## config.mk

```make
export PLATFORM = sky130hd
export DESIGN_NAME = vlsu_mask_sched
export DESIGN_NICKNAME = d
export VERILOG_FILES = /design/src/rtl/vlsu_pkg.sv /design/src/rtl/mask_op_fifo.sv /design/src/rtl/vlsu_mask_sched.sv
export SDC_FILE = /design/constraint.sdc
export NUM_CORES = 1
export LEC_CHECK = 0
export ABC_AREA = 0
export ABC_CLOCK_PERIOD_IN_PS = 6000
export CORE_UTILIZATION = 50
export CTS_BUF_LIST = sky130_fd_sc_hd__clkbuf_4 sky130_fd_sc_hd__clkbuf_8
export DETAILED_ROUTE_END_ITERATION = 6
export GPL_TIMING_DRIVEN = 0
export PLACE_DENSITY_LB_ADDON = 0.08
export SLEW_MARGIN = 20
export SYNTH_ARGS = -nofsm -noshare
export SYNTH_HDL_FRONTEND = slang
export SYNTH_SLANG_ARGS = --single-unit
```

## constraint.sdc

```tcl
create_clock -name clk_i -period 6 [get_ports clk_i]
set_input_delay 1.5 -clock clk_i [delete_from_list [all_inputs] [get_ports clk_i]]
set_output_delay 1.5 -clock clk_i [all_outputs]
set_load 0.01 [all_outputs]
```

## src/rtl/vlsu_pkg.sv

```systemverilog
// Shared VLSU types. The mask-op queue entry pairs the owning unit with the
// number of mask beats that unit will consume.
package vlsu_pkg;

  localparam int unsigned MaxMaskBeats = 256;
  localparam int unsigned MaskBeatW    = $clog2(MaxMaskBeats + 1);

  typedef struct packed {
    logic                 is_load;
    logic [MaskBeatW-1:0] beats;
  } mask_op_t;

endpackage

```

## src/rtl/mask_op_fifo.sv

```systemverilog
// Plain registered FIFO of mask ops. A written entry becomes visible at the
// head one cycle later; full/empty are told apart by the extra pointer MSB.
module mask_op_fifo
  import vlsu_pkg::*;
#(
  parameter int unsigned Depth = 4,
  localparam int unsigned AW   = $clog2(Depth)
) (
  input  logic          clk_i,
  input  logic          rst_ni,
  input  logic          push_i,
  input  mask_op_t      data_i,
  input  logic          pop_i,
  output mask_op_t      data_o,
  output logic          empty_o,
  output logic          full_o,
  output logic [AW:0]   level_o
);

  logic [AW:0] wptr, rptr;
  mask_op_t    mem [Depth];

  always_ff @(posedge clk_i) begin
    if (!rst_ni) begin
      wptr <= '0;
      rptr <= '0;
    end else begin
      if (push_i) wptr <= wptr + 1'b1;
      if (pop_i)  rptr <= rptr + 1'b1;
    end
  end

  // Storage needs no reset; the pointers alone define what is valid.
  always_ff @(posedge clk_i) begin
    if (push_i) mem[wptr[AW-1:0]] <= data_i;
  end

  assign data_o  = mem[rptr[AW-1:0]];
  assign empty_o = (wptr == rptr);
  assign full_o  = (wptr[AW] != rptr[AW]) && (wptr[AW-1:0] == rptr[AW-1:0]);
  assign level_o = wptr - rptr;

endmodule

```

## src/rtl/vlsu_mask_sched.sv

```systemverilog
// Mask-beat scheduler: shares the lane mask stream between load and store
// units, serving queued masked ops in issue order, one full op at a time.
module vlsu_mask_sched
  import vlsu_pkg::*;
#(
  parameter int unsigned NrLanes  = 4,
  parameter int unsigned Depth    = 4,
  parameter int unsigned MaxBeats = 256,
  localparam int unsigned BeatW   = $clog2(MaxBeats + 1)
) (
  input  logic               clk_i,
  input  logic               rst_ni,
  input  logic               op_valid_i,
  output logic               op_ready_o,
  input  logic               op_is_load_i,
  input  logic [BeatW-1:0]   op_beats_i,
  input  logic [NrLanes-1:0] mask_valid_i,
  output logic [NrLanes-1:0] mask_ready_o,
  output logic               ld_mask_valid_o,
  input  logic               ld_mask_ready_i,
  output logic               st_mask_valid_o,
  input  logic               st_mask_ready_i,
  output logic               busy_o
);

  localparam int unsigned LvlW = $clog2(Depth) + 1;

  localparam logic IDLE  = 1'b0;
  localparam logic SERVE = 1'b1;

  logic            state, state_nxt;
  logic [BeatW-1:0] cnt;
  mask_op_t        head, wr_op;
  logic            empty, full, hv;
  logic [LvlW-1:0] level;
  logic            lanes_all, tgt_rdy, fire, last, pop, wr;

  assign lanes_all = &mask_valid_i;
  assign hv        = ~empty;
  assign op_ready_o = ~full;

  // Zero-beat ops are handshaken but never occupy a slot.
  assign wr = op_valid_i & op_ready_o & (op_beats_i != '0);

  assign wr_op.is_load = op_is_load_i;
  assign wr_op.beats   = MaskBeatW'(op_beats_i);

  mask_op_fifo #(.Depth(Depth)) u_fifo (
    .clk_i   (clk_i),
    .rst_ni  (rst_ni),
    .push_i  (wr),
    .data_i  (wr_op),
    .pop_i   (pop),
    .data_o  (head),
    .empty_o (empty),
    .full_o  (full),
    .level_o (level)
  );

  assign tgt_rdy = head.is_load ? ld_mask_ready_i : st_mask_ready_i;
  assign fire    = hv & lanes_all & tgt_rdy;
  assign last    = (cnt == BeatW'(head.beats - 1'b1));
  assign pop     = fire & last;

  assign ld_mask_valid_o = hv &  head.is_load & lanes_all;
  assign st_mask_valid_o = hv & ~head.is_load & lanes_all;

  for (genvar l = 0; l < NrLanes; l++) begin : g_lane
    assign mask_ready_o[l] = fire;
  end

  always_ff @(posedge clk_i) begin
    if (!rst_ni)   cnt <= '0;
    else if (pop)  cnt <= '0;
    else if (fire) cnt <= cnt + 1'b1;
  end

  always_comb begin
    state_nxt = state;
    case (state)
      IDLE:  if (wr) state_nxt = SERVE;
      SERVE: if (pop && !wr && level == LvlW'(1)) state_nxt = IDLE;
      default: state_nxt = IDLE;
    endcase
  end

  always_ff @(posedge clk_i) begin
    if (!rst_ni) state <= IDLE;
    else         state <= state_nxt;
  end

  assign busy_o = (state == SERVE);

endmodule

```

==> qor.tcl <==
set qor(run_status) {finished, final reports clean}
set qor(area_growth_pct) 19.9
set qor(critical_path.slowest_cell) {clkdlybuf4s50_1}
set qor(crit_path_max_incr_delay_ps) 520
set qor(criticalPathCategory) {in -> out}
set qor(max_freq_ghz) 0.203
set qor(core_um2) 5240
set qor(worst_path_most_repeated_cell) {clkdlybuf4s50_1}
set qor(synth_nets) 231
set qor(hp-class) {reg -> reg}
set qor(routed_wl_mm) 5.15
set qor(path_clk_slew_ps) 60
set qor(maximum_fanout_count_along_the_critical_path) 12
set qor(die_w_um) 76.6
set qor(synth_most_common_cell) {edfxtp_1}
set qor(share_of_post_route_cells_with_drive_strength_above_1_pct) 16.0
set qor(worstMarginPinSlew_ps) 701
set qor(cts-buffers-inserted) 9
set qor(worstPathRequired_ps) 4500
set qor(holdBufCountCts) 0
set qor(effective_utilization_at_floorplan_pct) 53.1
set qor(area.sequential_um2) 1560
set qor(timing.critical_path.arrival_ps) 3420
set qor(detailed_place_hpwl_mm) 3.70
set qor(ioPinCount) 27
set qor(clock_tree.buffer_depth) 2
set qor(routed_via_density) 5.39
set qor(critical_path_source_type) {input port}
set qor(drv.max_cap_violation_count) 0
set qor(root_buffer) {clkbuf_8}
set qor(detail-route-antenna-nets) 0
set qor(yosys.area.top_type_share_pct) 43.2
set qor(crit_path_cell_trace) {clkdlybuf4s50_1 -> nand4_1 -> a31o_2 -> nor2_2 -> buf_4 -> clkdlybuf4s50_1}
set qor(first_pass_grt_wire_length_mm) 8.26
set qor(synth-warning-count) 0
set qor(port-buffer-count) 26
set qor(clock-sinks) 58
set qor(antenna_found_initial) 0
set qor(dr_total_vias) 1686
set qor(overflow_after_grt) 0
set qor(wl_per_cell_um) 16.5
set qor(period_share_pct) 82.0
set qor(irDropWorstVdd_mv) 0.180
set qor(grt_util_all_layers_pct) 19.2
set qor(grt_start_max_net_pins) 13
set qor(netlist_area_um2) 2780
set qor(first_pass_iters) 4
set qor(cts_resized) 0
set qor(leakage_nw) 1.15
set qor(final_nets) 268
set qor(post_cts_setup_buffer_count) 0
set qor(clkLatencyLatePin_ps) 330
set qor(gpl.final_weighted_congestion) 0.789
set qor(synth_top_area_cell) {edfxtp_1}
set qor(h-tree-depth) 3
set qor(async_reset_ff_share_pct) 0
set qor(period_needed_ps) 4920
set qor(timing.max_slew.rel_slack_pct) 53.0
set qor(fillers) 410
set qor(synthesis.instances) 202
set qor(synth_cell_types) 48
set qor(ys_ff_latch) 58
set qor(remaining_drc_errors) 0
set qor(synth.yosys.seq_area_share_pct) 56.1
set qor(cts_tree) {done}
set qor(row_count) 26
set qor(hold_slack_ps) 499
set qor(ff2ff_setup_slack_ps) 3060
set qor(dieHeight_um) 76.6
set qor(multi_input_area_um2) 1140
set qor(synth_area_leaders) {edfxtp_1 43%, dfxtp_1 13%, mux4_1 5.7%, ha_1 4.0%, xor2_1 3.5%}
set qor(min_from) {u_fifo.rptr[2]}
set qor(synth_edf_count) 40
set qor(finalHoldViolCount) 0
set qor(timing.critical_path.from) {mask_valid_i[2]}
set qor(finClkSkew_ps) 5.12
set qor(power.density_cell_area_nw_per_um2) 269
set qor(first_global_vias) 1707
set qor(setup_violations) 0
set qor(dpl-instance-area_um2) 3130
set qor(antenna_cells) 0
set qor(ys.flop_type) {edfxtp_1}
set qor(grt_setup_unrepaired) {no}
set qor(finish.instance_area_um2) 3340
set qor(setup.worst_path.end_class) {output port}
set qor(avgSynthCellArea_um2) 13.8
set qor(synthTopCellsByCount) {40 x edfxtp_1, 18 x dfxtp_1, 17 x nor2_1}
set qor(report.final.slew_viol_count) 0
set qor(die-area_um2) 5870
set qor(initialDrtViolationCount) 92
set qor(fin_setup_tns_ps) 0
-- cell usage in the layout (no fill, tap or decap), types with 4 or more instances in the layout --
cell type	instances
clkbuf_8	9
clkdlybuf4s50_1	26
nand2_1	11
inv_1	8
xor2_1	11
mux2i_1	6
and2_1	5
mux4_1	6
edfxtp_1	40
mux4_2	4
nand3_1	4
xnor2_1	10
buf_4	4
dfxtp_1	18
ha_1	9
nand4_1	4
nor2_1	17
-- where the power goes --
part | internal [mW] | total, mW | switching (mW)
clock network | 0.229 | 0.375 | 0.147
logic | 0.0335 | 0.0728 | 0.0393
registers | 0.444 | 0.449 | 0.00514
total | 0.706 | 0.897 | 0.191
-- kinds of logic after synthesis --
kind of cell	count (synthesis)	synth area share, %
xor+xnor	21	6.61
fa+ha+maj	10	4.77
flops	58	56.1
buf+inv	15	2.88
simple gates	65	13.5
compound gates	15	4.18
mux	18	11.9
-- flip-flops by register name, indices dropped and copies added, names as in the netlist, named ones only --
signal and cells:
u_fifo.mem 40, u_fifo.wptr 3, busy_o 1, u_fifo.rptr 3
cnt 9
-- per-layer routing --
layer  track usage, %  up-vias  share of wire (%)
met3             4.79        5                3.2
met1             23.4      834                 45
met5                0        -                  0
met4             8.65        0               0.99
li1                 -      816                  -
met2             32.3       31                 51
-- layout make-up --
class	instances	share of cell area, %
repair buffers	26	7.80
well taps	70	2.63
clock buffers	9	3.71
clock inverters	6	2.48
inverters	8	0.900
plain buffers	7	1.50
multi-input cells	129	34.2
flip-flops and latches	58	46.8
-- path summary, 6_finish.rpt --
path,end,depth (start not counted)
worst max register to register,flip-flop,11
worst max-delay path,mask_ready_o[1],6
worst min register to register,u_fifo.rptr[2],2
worst min-delay path,u_fifo.rptr[2],2
-- critical path: cells and delay by family --
kind                   cells  cell delay [ps]
buffers and inverters      3             1160
and+or+nand+nor            2              500
AOI/OAI and AO/OA          1              260
-- per-stage QoR --
step                      util, %  cells  setup slack (ps)  power [mW]
final                        63.7    313              1080       0.897
after global placement       59.7    298              1130       0.526
after floorplan                 -    202              2190       0.499
after CTS                    63.7    313              1070       0.907
after detailed placement     59.7    298              1080       0.531
after global routing         63.7    313               963       0.930
(Power assumes the default switching activity.)
